File: src/rtl/cdb_pkg.sv
// cdb_pkg: shared constants and types for the CDB writeback scheduler.
//   CDB_*      default widths (MSB indices) and unit count
//   *_SRC      unit index of each functional unit on the request vector
//   cdb_entry_t  one holding-register / bus entry
//   rr_next    round-robin successor of a granted index
package cdb_pkg;

  localparam int unsigned CDB_WIDTH = 31;
  localparam int unsigned CDB_ROB   = 2;
  localparam int unsigned CDB_NREQ  = 3;
  localparam int unsigned CDB_SRC   = 1;

  localparam int unsigned ALU_SRC    = 0;
  localparam int unsigned BRANCH_SRC = 1;
  localparam int unsigned LOAD_SRC   = 2;

  typedef struct packed {
    logic                 valid;
    logic [CDB_ROB:0]     rob;
    logic [CDB_WIDTH:0]   data;
  } cdb_entry_t;

  function automatic int unsigned rr_next(input int unsigned g, input int unsigned n);
    return (g == n - 1) ? 0 : g + 1;
  endfunction

endpackage

File: src/rtl/rr_arbiter.sv
// rr_arbiter: round-robin arbiter with a registered search pointer.
//   clk         clock, rising edge
//   globalReset synchronous reset, active-low (pointer to 0)
//   clear       flush; pointer is frozen during the flush cycle
//   reqVec      request vector, one bit per unit
//   grant       one-hot grant (zero when nothing requests)
//   ptr         current search start index
module rr_arbiter import cdb_pkg::*; #(
  parameter int unsigned NREQ = CDB_NREQ,
  parameter int unsigned PW   = (NREQ > 1) ? $clog2(NREQ) : 1
) (
  input  logic            clk,
  input  logic            globalReset,
  input  logic            clear,
  input  logic [NREQ-1:0] reqVec,
  output logic [NREQ-1:0] grant,
  output logic [PW-1:0]   ptr
);

  logic [PW-1:0] ptr_d, ptr_q;
  logic          found;

  // Two passes: indices ptr..NREQ-1 first, then 0..ptr-1 (wrap).
  always_comb begin
    grant = '0;
    ptr_d = ptr_q;
    found = 1'b0;
    for (int unsigned i = 0; i < NREQ; i++) begin
      if (!found && reqVec[i] && (i >= 32'(ptr_q))) begin
        found    = 1'b1;
        grant[i] = 1'b1;
        ptr_d    = PW'(rr_next(i, NREQ));
      end
    end
    for (int unsigned i = 0; i < NREQ; i++) begin
      if (!found && reqVec[i] && (i < 32'(ptr_q))) begin
        found    = 1'b1;
        grant[i] = 1'b1;
        ptr_d    = PW'(rr_next(i, NREQ));
      end
    end
  end

  always_ff @(posedge clk) begin
    if (!globalReset) begin
      ptr_q <= '0;
    end else if (!clear) begin
      ptr_q <= ptr_d;
    end
  end

  assign ptr = ptr_q;

endmodule

File: src/rtl/cdb_scheduler.sv
// cdb_scheduler: per-unit one-entry holding registers feeding a round-robin
// arbitrated, registered common data bus.
//   clk          clock, rising edge
//   globalReset  synchronous reset, active-low (highest priority)
//   clear        pipeline flush: drops held entries, pending reqs and bus valid
//   req          unit i hands over a result this cycle
//   reqRob       packed ROB tags, unit i at [i*(ROB+1) +: ROB+1]
//   reqData      packed results, unit i at [i*(WIDTH+1) +: WIDTH+1]
//   available    unit i may assert req (empty, or being drained this cycle)
//   cdbValid     bus carries a valid result
//   cdbRob/cdbData/cdbSrc  registered bus payload; held while cdbValid is 0
module cdb_scheduler import cdb_pkg::*; #(
  parameter int unsigned WIDTH = CDB_WIDTH,
  parameter int unsigned ROB   = CDB_ROB,
  parameter int unsigned NREQ  = CDB_NREQ,
  parameter int unsigned SRC   = CDB_SRC
) (
  input  logic                      clk,
  input  logic                      globalReset,
  input  logic                      clear,
  input  logic [NREQ-1:0]           req,
  input  logic [NREQ*(ROB+1)-1:0]   reqRob,
  input  logic [NREQ*(WIDTH+1)-1:0] reqData,
  output logic [NREQ-1:0]           available,
  output logic                      cdbValid,
  output logic [ROB:0]              cdbRob,
  output logic [WIDTH:0]            cdbData,
  output logic [SRC:0]              cdbSrc
);

  logic [NREQ-1:0] hold_valid;
  logic [ROB:0]    hold_rob  [NREQ];
  logic [WIDTH:0]  hold_data [NREQ];

  logic [NREQ-1:0] grant;
  logic [NREQ-1:0] load;
  logic [SRC:0]    arb_ptr;

  logic [ROB:0]    gnt_rob;
  logic [WIDTH:0]  gnt_data;
  logic [SRC:0]    gnt_src;

  rr_arbiter #(
    .NREQ (NREQ),
    .PW   (SRC + 1)
  ) u_arb (
    .clk         (clk),
    .globalReset (globalReset),
    .clear       (clear),
    .reqVec      (hold_valid),
    .grant       (grant),
    .ptr         (arb_ptr)
  );

  // A slot being granted this cycle frees up in time to take a new result.
  assign available = ~hold_valid | grant;
  assign load      = req & available;

  always_comb begin
    gnt_rob  = '0;
    gnt_data = '0;
    gnt_src  = '0;
    for (int unsigned i = 0; i < NREQ; i++) begin
      if (grant[i]) begin
        gnt_rob  = hold_rob[i];
        gnt_data = hold_data[i];
        gnt_src  = (SRC + 1)'(i);
      end
    end
  end

  // Holding registers: reload beats drain, so a granted slot that is
  // refilled in the same cycle stays valid. Flush drops everything.
  always_ff @(posedge clk) begin
    if (!globalReset) begin
      hold_valid <= '0;
      for (int unsigned i = 0; i < NREQ; i++) begin
        hold_rob[i]  <= '0;
        hold_data[i] <= '0;
      end
    end else if (clear) begin
      hold_valid <= '0;
    end else begin
      for (int unsigned i = 0; i < NREQ; i++) begin
        if (load[i]) begin
          hold_valid[i] <= 1'b1;
          hold_rob[i]   <= reqRob[i*(ROB+1) +: ROB+1];
          hold_data[i]  <= reqData[i*(WIDTH+1) +: WIDTH+1];
        end else if (grant[i]) begin
          hold_valid[i] <= 1'b0;
        end
      end
    end
  end

  // Bus register: payload only moves on a grant so consumers may keep
  // looking at the last result after cdbValid drops.
  always_ff @(posedge clk) begin
    if (!globalReset) begin
      cdbValid <= 1'b0;
      cdbRob   <= '0;
      cdbData  <= '0;
      cdbSrc   <= '0;
    end else if (clear) begin
      cdbValid <= 1'b0;
    end else begin
      cdbValid <= |grant;
      if (|grant) begin
        cdbRob  <= gnt_rob;
        cdbData <= gnt_data;
        cdbSrc  <= gnt_src;
      end
    end
  end

  ptr_in_range: assert property (@(posedge clk) disable iff (!globalReset)
    (32'(arb_ptr) < NREQ));

  grant_onehot: assert property (@(posedge clk) disable iff (!globalReset)
    $onehot0(grant));

endmodule

File: config.mk
export PLATFORM = sky130hd
export DESIGN_NAME = cdb_scheduler
export DESIGN_NICKNAME = d
export VERILOG_FILES = /design/src/rtl/cdb_pkg.sv /design/src/rtl/rr_arbiter.sv /design/src/rtl/cdb_scheduler.sv
export SDC_FILE = /design/constraint.sdc
export NUM_CORES = 1
export LEC_CHECK = 0
export ABC_AREA = 1
export BUFFER_PORTS_ARGS = -buffer_cell sky130_fd_sc_hd__buf_2
export CAP_MARGIN = 20
export CORE_MARGIN = 5
export CORE_UTILIZATION = 30
export CTS_CLUSTER_DIAMETER = 100
export DETAILED_ROUTE_END_ITERATION = 12
export SLEW_MARGIN = 20
export SYNTH_ARGS = -nofsm -noshare
export SYNTH_HDL_FRONTEND = slang
export SYNTH_SLANG_ARGS = --single-unit
File: constraint.sdc
create_clock -name clk -period 4.32 [get_ports clk]
set_clock_uncertainty 0.2 [all_clocks]
set_input_delay 1.296 -clock clk [delete_from_list [all_inputs] [get_ports clk]]
set_output_delay 1.296 -clock clk [all_outputs]
set_load 0.05 [all_outputs]
==> out/metrics.cfg <==
[clock_network]
root_buffer=clkbuf_16
cts.sinks=148
cts_buffers=17
cts_resized=0
h-tree-depth=4
hold_buffers=0
cts_tree=yes
clk_latency_ns=0.41
clk_pin_slew_ns=0.06
cts_setup_buffers=0
clockBufferDepth=2

[global_route]
grt_remaining_overflow=0
grt_pass1_vias=5227
antenna_found_initial=0
grt_max_degree=84
grt_pass1_wl_um=27700
grt_usage_pct=13.7

[synthesis]
synth_area_sq_mm=0.00677
synth_seq_cells=148
synth.distinct_cells=26
syn_avg_cell_area_sq_um=8.47
ys_seq_area_share_pct=59.3
synth_warnings=0
synthesis.nets=910
synthCells=799

[sta]
setup_viol=0
fin_crit_sh_pct=78.2
slew_headroom_pct=29.8
hold_viol=0
rsz0062_at_grt=no
finalCriticalPeriod_ns=3.38
timing.fmax_ghz=0.296
worst_slew_pin_slew_ns=1.05
fin_setup_tns_ns=0
slew_viol_final=0

[cells_and_area]
layout.nets=1052
stdcell_area_sq_mm=0.00833
diodes=0
mostFrequentLayoutCells=inv_1 (192), nand2_1 (165), buf_2 (151)
syn2layout_area_growth_pct=23.0
drive_above_1_share_pct=21.7
seq_area_sq_mm=0.00401
final_common_cell=inv_1
multi_input_area_sq_mm=0.00184
fill_cells=2346

[power]
clkPwrFrac_pct=38.9
pwr-share-comb_pct=14.7
sequentialPowerShare_pct=46.4
swShare_pct=27.1
p_sw_mw=0.992
power.total_mw=3.66
power_leakage_nw=4.19
intPower_mw=2.67
ir_drop_v=0.000230
powerDensity_mw_per_mm2=440

[place]
placed_cell_area_sq_mm=0.00777
port_buffers=151
routabilityCongestion=0.763
place.detailed.hpwl_um=11100

[worst_setup_path]
r2r_slack_ns=1.88
rr_worst_depth=7
critPathMaxStageDelay_ns=0.52
timing.rr.end=hold_data[0][55]
crit_required_ns=2.82
cp_max_fo=27
path_cells=nand2_2, inv_2, nand2_4, nand3_2, buf_2
r2r-start=hold_valid[1]
cp_slowest_cell=dfxtp_1
critPathLaunchType=flip-flop
cp-startpoint=hold_valid[1]
endpoint_kind=output port
criticalPathCategory=reg -> out
critPathArrivalTime_ns=1.88

[drt]
firstDrtPassIters=4
vias=5154
wl_um=17200
drc=0
drt-vias-per-instance=4.16
drt_iter0_markers=223
wl_per_cell_um=13.9
ant_nets=0

[floorplanning]
die_y_um=160
core_region_area_sq_mm=0.0224
num_rows=55
initial_core_util_pct=30.2
io_pins=152
die_w_um=160
fp.dieArea_sq_mm=0.0257

[worst_hold_path]
worstHoldPathCells=2
holdPathEnd=cdbData[6]
hold_start=cdbData[6]
min_path_type=reg -> reg

[status]
status=complete, no violations

[job]
drv_cap=0

## synthesized netlist by cell type
library cell	n	share of area, %
nand3_1	67	5.0
inv_1	192	11
nor2_2	1	0.092
edfxtp_1	105	47
o31ai_4	1	0.31
o21bai_2	1	0.17
o21ai_0	1	0.074
buf_8	5	1.1
clkbuf_1	10	0.55
buf_1	2	0.11
nand3_2	2	0.30
nor2_1	128	7.1
o211ai_2	1	0.18
nand2_1	169	9.4
buf_4	2	0.22
nor2_4	1	0.17
buf_6	1	0.17
nand2_2	4	0.37
inv_2	3	0.17
o21ai_2	1	0.13
a21oi_1	41	3.0
o211ai_1	1	0.11
nand2_4	1	0.17
nand4_1	1	0.092
dfxtp_1	43	13
buf_2	15	1.1
## cells by family after synthesis
kind of cell | Yosys count | share of synthesized area [%]
AND/OR/NAND/NOR | 374 | 22.6
buffers and inverters | 230 | 14.1
AO/OA/AOI/OAI | 47 | 4.01
flip-flops | 148 | 59.3
## state kept, by name (all words and copies together), names as in the netlist
signal      flops
hold_valid      3
cdbValid        1
cdbRob          3
hold_data      96
u_arb.ptr       2
hold_rob        9
cdbData        32
cdbSrc          2
## metrics by stage
stage,util [%],setup slack [ns],instances,hold slack [ns]
5_1_grt,37.1,0.816,1238,0.331
3_5_place_dp,34.6,1.02,1207,0.288
3_3_place_gp,34.6,1.09,1207,0.277
4_1_cts,37.1,0.899,1238,0.301
6_report,37.1,0.941,1238,0.297
2_1_floorplan,-,0.700,799,0.283
## power by group through the flow
stage | sequential, mW | combinational (mW) | clock (mW)
after floorplan | 1.84 | 0.269 | 0
after global placement | 1.73 | 0.541 | 0
after detailed placement | 1.73 | 0.549 | 0
after CTS | 1.70 | 0.551 | 1.46
after global routing | 1.71 | 0.604 | 1.53
final | 1.70 | 0.538 | 1.42
## metal layers
metal	track usage (%)	share of wire, %	wire length, um	vias to the layer above
met2	23.5	50	8530	118
met3	3.25	4.4	750	18
met4	4.34	1.5	252	0
li1	-	-	-	2702
met5	0	0	0	-
met1	17.2	45	7650	2316
## worst max-delay path, delay by kind of cell, from the launching register on
family	cells	cell delay, ns
buffers and inverters	2	0.37
flip-flops	1	0.52
AND/OR/NAND/NOR	3	0.58
## final cells by class
type                       instances  area share (%)
clock buffer                      20            5.36
clock inverter                    11            1.34
timing repair buffer             158            10.0
multi-input combinational        421            22.0
inverter                         195            8.79
tap                              285            4.28
sequential                       148            48.2
## worst max-delay path by stage
| stage | end | slack [ns] | cells past startpoint |
|---|---|---|---|
| after global routing | available[1] | 0.82 | 5 |
| after detailed placement | hold_data[0][53] | 1.02 | 6 |
| after CTS | available[1] | 0.90 | 5 |
| final | available[1] | 0.94 | 5 |
| after floorplan | hold_data[0][64] | 0.70 | 2 |
| after global placement | hold_data[0][55] | 1.09 | 6 |
Note: power is estimated with default switching activity, not from simulation.
